`src/rtl/dense_layer_seq.sv`:
```
// Time-multiplexed fully-connected layer: N_IN inputs -> N_OUT neurons through a single MAC.
// Weights and biases sit in an on-chip register file; vectors move over valid/ready handshakes.
// Optional ReLU activation is enabled by defining DENSE_RELU_EN.
module dense_layer_seq #(
  parameter int unsigned DWIDTH = 32,
  parameter int unsigned FRAC   = 24,
  parameter int unsigned N_IN   = 2,
  parameter int unsigned N_OUT  = 3,
  parameter int unsigned WADDR  = 4
) (
  input  logic                      clk_i,
  input  logic                      rst_ni,
  input  logic                      w_we_i,
  input  logic [WADDR-1:0]          w_addr_i,
  input  logic [DWIDTH-1:0]         w_data_i,
  input  logic                      in_valid_i,
  output logic                      in_ready_o,
  input  logic [N_IN*DWIDTH-1:0]    in_vec_i,
  output logic                      out_valid_o,
  input  logic                      out_ready_i,
  output logic [N_OUT*DWIDTH-1:0]   out_vec_o,
  output logic                      busy_o
);

  localparam int unsigned NWORDS = N_OUT * (N_IN + 1);
  localparam int unsigned NMEM   = 2 ** WADDR;
  localparam int unsigned ACCW   = DWIDTH + 8;
  localparam int unsigned SUMW   = ACCW + 1;
  localparam int unsigned PRODW  = 2 * DWIDTH;
  localparam int unsigned IW     = (N_IN > 1) ? $clog2(N_IN) : 1;
  localparam int unsigned JW     = (N_OUT > 1) ? $clog2(N_OUT) : 1;

  localparam logic signed [SUMW-1:0] SatMax = SUMW'({1'b0, {(DWIDTH-1){1'b1}}});
  localparam logic signed [SUMW-1:0] SatMin = ~SatMax;

  typedef enum logic [1:0] {StIdle, StMac, StBias, StDone} state_e;

  state_e                    state_q, state_d;
  logic signed [DWIDTH-1:0]  wmem_q [NMEM];
  logic signed [DWIDTH-1:0]  x_q    [N_IN];
  logic signed [DWIDTH-1:0]  out_q  [N_OUT];
  logic signed [ACCW-1:0]    acc_q, acc_d;
  logic [IW-1:0]             i_q, i_d;
  logic [JW-1:0]             j_q, j_d;
  // Weight-file read pointer: the layout j*(N_IN+1)+i is walked strictly sequentially,
  // bias included, so a simple incrementing pointer replaces an address multiplier.
  logic [WADDR-1:0]          rp_q, rp_d;

  logic                      accept;
  logic                      w_accept;
  logic                      lane_we;
  logic signed [DWIDTH-1:0]  x_sel;
  logic signed [DWIDTH-1:0]  w_sel;
  logic signed [PRODW-1:0]   prod;
  logic signed [ACCW-1:0]    mac_term;
  logic signed [SUMW-1:0]    sum;
  logic signed [DWIDTH-1:0]  sat_res;
  logic signed [DWIDTH-1:0]  res;

  assign in_ready_o  = (state_q == StIdle);
  assign busy_o      = (state_q != StIdle);
  assign out_valid_o = (state_q == StDone);

  // Writes only land while idle and inside the populated address range.
  assign w_accept = w_we_i && (state_q == StIdle) && (32'(w_addr_i) < NWORDS);

  // Datapath: operand select, product with floor-shift, bias add, saturation, activation.
  always_comb begin
    x_sel = x_q[0];
    for (int k = 0; k < int'(N_IN); k++) begin
      if (i_q == IW'(k)) x_sel = x_q[k];
    end
    w_sel    = wmem_q[rp_q];
    prod     = x_sel * w_sel;
    mac_term = ACCW'(prod >>> FRAC);
    sum      = SUMW'(acc_q) + SUMW'(w_sel);
    if (sum > SatMax) begin
      sat_res = SatMax[DWIDTH-1:0];
    end else if (sum < SatMin) begin
      sat_res = SatMin[DWIDTH-1:0];
    end else begin
      sat_res = sum[DWIDTH-1:0];
    end
`ifdef DENSE_RELU_EN
    res = sat_res[DWIDTH-1] ? '0 : sat_res;
`else
    res = sat_res;
`endif
  end

  // Next-state logic for the sequencing FSM and its counters.
  always_comb begin
    state_d = state_q;
    acc_d   = acc_q;
    i_d     = i_q;
    j_d     = j_q;
    rp_d    = rp_q;
    accept  = 1'b0;
    lane_we = 1'b0;
    unique case (state_q)
      StIdle: begin
        if (in_valid_i) begin
          accept  = 1'b1;
          state_d = StMac;
          acc_d   = '0;
          i_d     = '0;
          j_d     = '0;
          rp_d    = '0;
        end
      end
      StMac: begin
        acc_d = acc_q + mac_term;
        rp_d  = rp_q + 1'b1;
        if (i_q == IW'(N_IN - 1)) begin
          state_d = StBias;
        end else begin
          i_d = i_q + 1'b1;
        end
      end
      StBias: begin
        lane_we = 1'b1;
        rp_d    = rp_q + 1'b1;
        i_d     = '0;
        acc_d   = '0;
        if (j_q == JW'(N_OUT - 1)) begin
          state_d = StDone;
        end else begin
          j_d     = j_q + 1'b1;
          state_d = StMac;
        end
      end
      StDone: begin
        if (out_ready_i) state_d = StIdle;
      end
      default: state_d = StIdle;
    endcase
  end

  // State, counters, weight file, latched input and result lanes.
  always_ff @(posedge clk_i or negedge rst_ni) begin
    if (!rst_ni) begin
      state_q <= StIdle;
      acc_q   <= '0;
      i_q     <= '0;
      j_q     <= '0;
      rp_q    <= '0;
      for (int k = 0; k < int'(NMEM); k++) wmem_q[k] <= '0;
      for (int k = 0; k < int'(N_IN); k++) x_q[k] <= '0;
      for (int k = 0; k < int'(N_OUT); k++) out_q[k] <= '0;
    end else begin
      state_q <= state_d;
      acc_q   <= acc_d;
      i_q     <= i_d;
      j_q     <= j_d;
      rp_q    <= rp_d;
      if (w_accept) wmem_q[w_addr_i] <= w_data_i;
      if (accept) begin
        for (int k = 0; k < int'(N_IN); k++) x_q[k] <= in_vec_i[k*DWIDTH +: DWIDTH];
      end
      if (lane_we) begin
        for (int k = 0; k < int'(N_OUT); k++) begin
          if (j_q == JW'(k)) out_q[k] <= res;
        end
      end
    end
  end

  // Pack result lanes onto the output bus.
  always_comb begin
    out_vec_o = '0;
    for (int k = 0; k < int'(N_OUT); k++) out_vec_o[k*DWIDTH +: DWIDTH] = out_q[k];
  end

endmodule

```
`config.mk`:
```
export PLATFORM = sky130hd
export DESIGN_NAME = dense_layer_seq
export DESIGN_NICKNAME = d
export VERILOG_FILES = /design/src/rtl/dense_layer_seq.sv
export SDC_FILE = /design/constraint.sdc
export NUM_CORES = 2
export LEC_CHECK = 0
export CAP_MARGIN = 20
export CORE_MARGIN = 3
export CORE_UTILIZATION = 58
export DETAILED_ROUTE_END_ITERATION = 10
export PLACE_DENSITY = 0.88
export RECOVER_POWER = 25
export SLEW_MARGIN = 20
export SYNTH_ARGS = -nofsm -noshare
export SYNTH_HDL_FRONTEND = slang
export SYNTH_SLANG_ARGS = --single-unit
```
`constraint.sdc`:
```
create_clock -name clk_i -period 10.8 [get_ports clk_i]
set_input_delay 1.08 -clock clk_i [delete_from_list [all_inputs] [get_ports clk_i]]
set_output_delay 1.08 -clock clk_i [all_outputs]
set_load 0.05 [all_outputs]
```
==> impl_metrics.yaml, run 1 <==
run_status:
  status: "did not finish"
  lastStage: "5_1_grt"
  error: "[ERROR GRT-0232] Routing congestion too high. Check the congestion heatmap in the GUI."
clock_tree:
  clk_path_buf_depth: 3
  htreeDepth: 3
  ctsHoldBuffers: 0
  cts_sinks: 721
  cts_buffers: 74
  root_buffer: "clkbuf_16"
synthesis:
  syn-num-nets: 7971
  ys.warnings.count: 0
  synthCells: 6514
  synth.yosys.seq_area_share_pct: 26.3
  synth_simple_gate_area_share_pct: 9.83
  ys_types: 74
  avgSynthCellArea_um2: 10.5
  synth_area_um2: 68500
  synth_xor_area_share_pct: 1.48
  synth_seq_cells: 721
  synth_fa_ha_area_share_pct: 36.5
  synth_compound_area_share_pct: 5.37
  synth_top_family_by_area: "adder cells"
  muxShareOfSynthArea_pct: 12.1
  async_flop_share_pct: 100
  synth_edf_count: 0
  yosys_most_used_dff: "dfrtp_1"
placed_design:
  post_dp_cell_area_um2: 76800
  globalplace.congestion: 1.05
  dpl.hpwl_um: 170000
  placedCellCount: 8430
  portBuffers: 203
grt:
  grt_max_degree: 181
  gr-usage-all-layers_pct: 58.6
  gr-total-overflow: 11
  antenna_found_initial: 65
floorplan:
  rows: 125
  pin_count: 204
  die_height_um: 350
  start_util_pct: 58.7
  dieWidth_um: 350
timing:
  worst_path_end_type: "sequential cell input"
  crit_endpoint: "acc_q[39]$_DFFE_PN0P_/D"
==> synth_stat cells (6+ instances only) <==
| cell type | n | area, µm² |
|---|---|---|
| nor3b_1 | 8 | 60.1 |
| or3_1 | 9 | 56.3 |
| buf_2 | 22 | 110 |
| a22o_1 | 6 | 52.6 |
| o21bai_1 | 18 | 135 |
| nand4_1 | 17 | 106 |
| xnor2_1 | 72 | 631 |
| o21a_1 | 17 | 128 |
| inv_1 | 988 | 3710 |
| ha_1 | 269 | 3370 |
| nand2_1 | 671 | 2520 |
| buf_1 | 24 | 90.1 |
| nor3_1 | 28 | 140 |
| fa_1 | 1083 | 21700 |
| o21ai_1 | 15 | 75.1 |
| a21oi_1 | 116 | 581 |
| xor2_1 | 44 | 385 |
| o21ai_0 | 115 | 576 |
| mux2_1 | 7 | 78.8 |
| or2_2 | 12 | 75.1 |
| and2_1 | 73 | 457 |
| and3_1 | 22 | 138 |
| mux2_2 | 400 | 4500 |
| dfrtp_1 | 721 | 18000 |
| a31oi_1 | 102 | 638 |
| o31ai_1 | 9 | 67.6 |
| o211ai_1 | 18 | 135 |
| mux2i_1 | 64 | 641 |
| nand2b_1 | 23 | 144 |
| nand3_1 | 50 | 250 |
| clkinv_1 | 9 | 33.8 |
| a211oi_1 | 16 | 120 |
| a21o_1 | 75 | 563 |
| mux4_2 | 135 | 3040 |
| a41oi_1 | 14 | 123 |
| clkbuf_1 | 479 | 1800 |
| nor2b_1 | 18 | 113 |
| nor2_1 | 670 | 2510 |
| a21boi_0 | 6 | 45.0 |
==> metal layers <==
| layer | GRT usage, % | GRT overflow |
|---|---|---|
| met3 | 50.8 | 7 |
| met1 | 55.4 | 0 |
| met4 | 53.7 | 3 |
| met2 | 72.3 | 1 |
| met5 | 37.8 | 0 |
==> through the flow <==
step	setup WS (ns)	hold WS [ns]	utilization [%]
after global placement	-0.595	0.360	65.8
after detailed placement	-0.955	0.362	65.8
after floorplan	0.00109	0.424	-
after CTS	-0.401	0.375	69.3
==> cells by family after synthesis <==
| group | count (synthesis) |
|---|---|
| AND/OR/NAND/NOR | 1620 |
| buffers and inverters | 1523 |
| adder cells (fa/ha/maj) | 1352 |
| flip-flops | 721 |
| multiplexers | 606 |
| AO/OA/AOI/OAI | 576 |
| XOR/XNOR | 116 |
==> what timing repair did <==
item,4_1_cts
pin swaps,69
buffers inserted,63
hold endpoints to repair,0
gates resized for setup,202
setup endpoints to repair,27
cloned,3
==> inputs of run 2 (changes only) <==
Settings changed: CORE_UTILIZATION 58 to 40, PLACE_DENSITY 0.88 to unset, PLACE_DENSITY_LB_ADDON set to 0.15.
Clock period 10.8 ns to 14 ns, I/O delays scaled along.
==> run 2 against run 1 <==
Against the previous run: area after synthesis stayed put; synthesized cell count did not move; the flow now finishes, with violations (max-capacitance violations, max-slew violations).
==> impl_metrics.yaml, run 2 <==
timing:
  min_period_ns: 13.25
  tightest_slew_ns: 5.64
  finalSetupViolations: 0
  max_freq_mhz: 75.5
  fin_crit_sh_pct: 94.6
  rsz0062_at_grt: "no"
  hold_viol: 0
  relSlewSlack_pct: -276
  setup_tns_ns: 0
  fin_worst_skew_ns: 0.0778
  slew_violations: 192
synthesis:
  synth.top_cell.area_share_pct: 31.6
  syn-num-nets: 7971
  ys_types: 74
  yosys-top-cells-count: "1,083 x fa_1, 988 x inv_1, 721 x dfrtp_1"
  async_flop_share_pct: 100
  synth.area.top_cells: "fa_1 32%, dfrtp_1 26%, mux2_2 6.6%"
  synth.most_common_cell: "fa_1"
  synth_area_um2: 68500
  synth_seq_cells: 721
  synth_top_cell_by_area: "fa_1"
  synthCells: 6514
  synth.yosys.seq_area_share_pct: 26.3
  synth_edf_count: 0
  avgSynthCellArea_um2: 10.5
  ys.warnings.count: 0
  yosys_most_used_dff: "dfrtp_1"
placed_design:
  portBuffers: 203
  globalplace.congestion: 0.930
  dpl.hpwl_um: 158000
run_status:
  status: "finished, violations left"
  violations: "max-capacitance violations, max-slew violations"
drt:
  routed_via_density: 5.37
  met3_length_um: 13900
  routed.top_layer: "met5"
  first_iter_violations: 3603
  wl_met2_um: 100000
  via_count: 46800
  ant_nets: 0
  detail_route.wl_per_cell_um: 24.1
  drcViolationCount: 0
  dr.pass1.iters: 6
  drt_wl_total_um: 210000
  wl_met1_um: 90200
worst_setup_path:
  startpoint_type: "flip-flop"
  crit_path_end_kind: "flip-flop"
  worstPathArrival_ns: 13.78
  crit_top_cell: "a21oi_1"
  critPathMaxStageDelay_ns: 0.94
  path_max_fanout: 46
  cp_data_required_time_ns: 14.53
  criticalPathCategory: "reg2reg"
  crit_path_top_delay_cell: "mux4_2"
floorplan:
  dieWidth_um: 420
  start_util_pct: 40.4
  rows: 151
  core_um2: 170000
  die_height_um: 420
  dieArea_um2: 176000
  pin_count: 204
layout:
  area_growth_pct: 10.6
  layout.area.seq_um2: 18100
  multiInputGateArea_um2: 45000
  fillers: 15800
  final_cell_mix: "1,083 x fa_1, 988 x inv_1, 716 x dfrtp_1"
  final_net_count: 7883
  drive_above_1_share_pct: 13.6
  top_register: "wmem_q"
  largest_reg_flops: 512
  layout_commonest_cell: "fa_1"
grt:
  first_global_vias: 49500
  gr-usage-all-layers_pct: 24.2
  antenna_found_initial: 4
  grt_pass1_wl_um: 319000
  grt_max_degree: 142
  gr-total-overflow: 0
clock_tree:
  ctsHoldBuffers: 0
  root_buffer: "clkbuf_16"
  clk_path_buf_depth: 3
  cts_buffers: 81
  clkTransAtPathRegs_ns: 0.06
  htreeDepth: 3
  cts_setup_buffers: 0
  cts.repair.resized: 0
  cts_tree: "yes"
  cts_sinks: 721
  clock_latency_ns: 0.72
min_path:
  min_path_type: "reg2reg"
flow_run:
  max_cap_violations: 2
==> run 2: cells by family (layout without fill, tap and decap cells) <==
family	Yosys count	after routing	synth area share, %
fa+ha+maj	1352	1352	36.5
simple gates	1620	1620	9.83
buf+inv	1523	1498	8.39
other cells	0	2	0
xor+xnor	116	116	1.48
mux	606	606	12.1
compound gates	576	576	5.37
flops	721	721	26.3
==> run 2: critical path, delay by kind of cell (launching register included) <==
family | cells | cell delay, ns
compound gates | 14 | 4.71
buf+inv | 3 | 0.85
fa+ha+maj | 7 | 2.59
mux | 2 | 1.49
xor+xnor | 1 | 0.34
flops | 1 | 0.73
simple gates | 7 | 2.27
==> run 2: worst paths after layout <==
| path | startpoint | to | slack, ns | cells past startpoint |
|---|---|---|---|---|
| worst max-delay path | rp_q[0] | acc_q[36] | 0.75 | 34 |
| max in group asynchronous | rst_ni | wmem_q[147] | 5.09 | 3 |
| worst min register to register | wmem_q[25] | wmem_q[25] | 0.37 | 0 |
| min in group asynchronous | rst_ni | wmem_q[430] | 2.78 | 1 |
| worst min-delay path | wmem_q[25] | wmem_q[25] | 0.37 | 0 |
| worst max register to register | rp_q[0] | acc_q[36] | 0.75 | 34 |
==> run 2: cell type report <==
cell class / instances / area share, %
Clock buffer: 107 / 2.97
Timing Repair Buffer: 355 / 4.28
Antenna cell: 2 / 0.00660
Tap cell: 2218 / 3.66
Multi-Input combinational cell: 4270 / 59.4
Inverter: 997 / 4.94
Sequential cell: 721 / 23.8
Clock inverter: 39 / 0.952
==> run 2: through the flow <==
| stage | worst slack (ns) | utilization [%] | hold WS (ns) | cell area (µm²) | instances |
|---|---|---|---|---|---|
| after floorplan | 2.02 | - | 0.424 | 68500 | 6514 |
| after global placement | 0.791 | 42.9 | 0.360 | 72800 | 8560 |
| after detailed placement | 0.782 | 42.9 | 0.362 | 72800 | 8561 |
| after CTS | 0.715 | 44.6 | 0.375 | 75800 | 8707 |
| after global routing | 0.0924 | 44.6 | 0.378 | 75800 | 8707 |
| final | 0.752 | 44.6 | 0.370 | 75800 | 8709 |
==> run 2: layer usage <==
metal	global-route usage, %	vias up
met5	0	-
met2	39.4	1513
met3	3.90	266
met4	6.46	4
li1	-	20300
met1	33.7	24700
Power of run 2 is not shown: default switching activity piles up to over one toggle a cycle in this logic, so the estimate is an artifact.
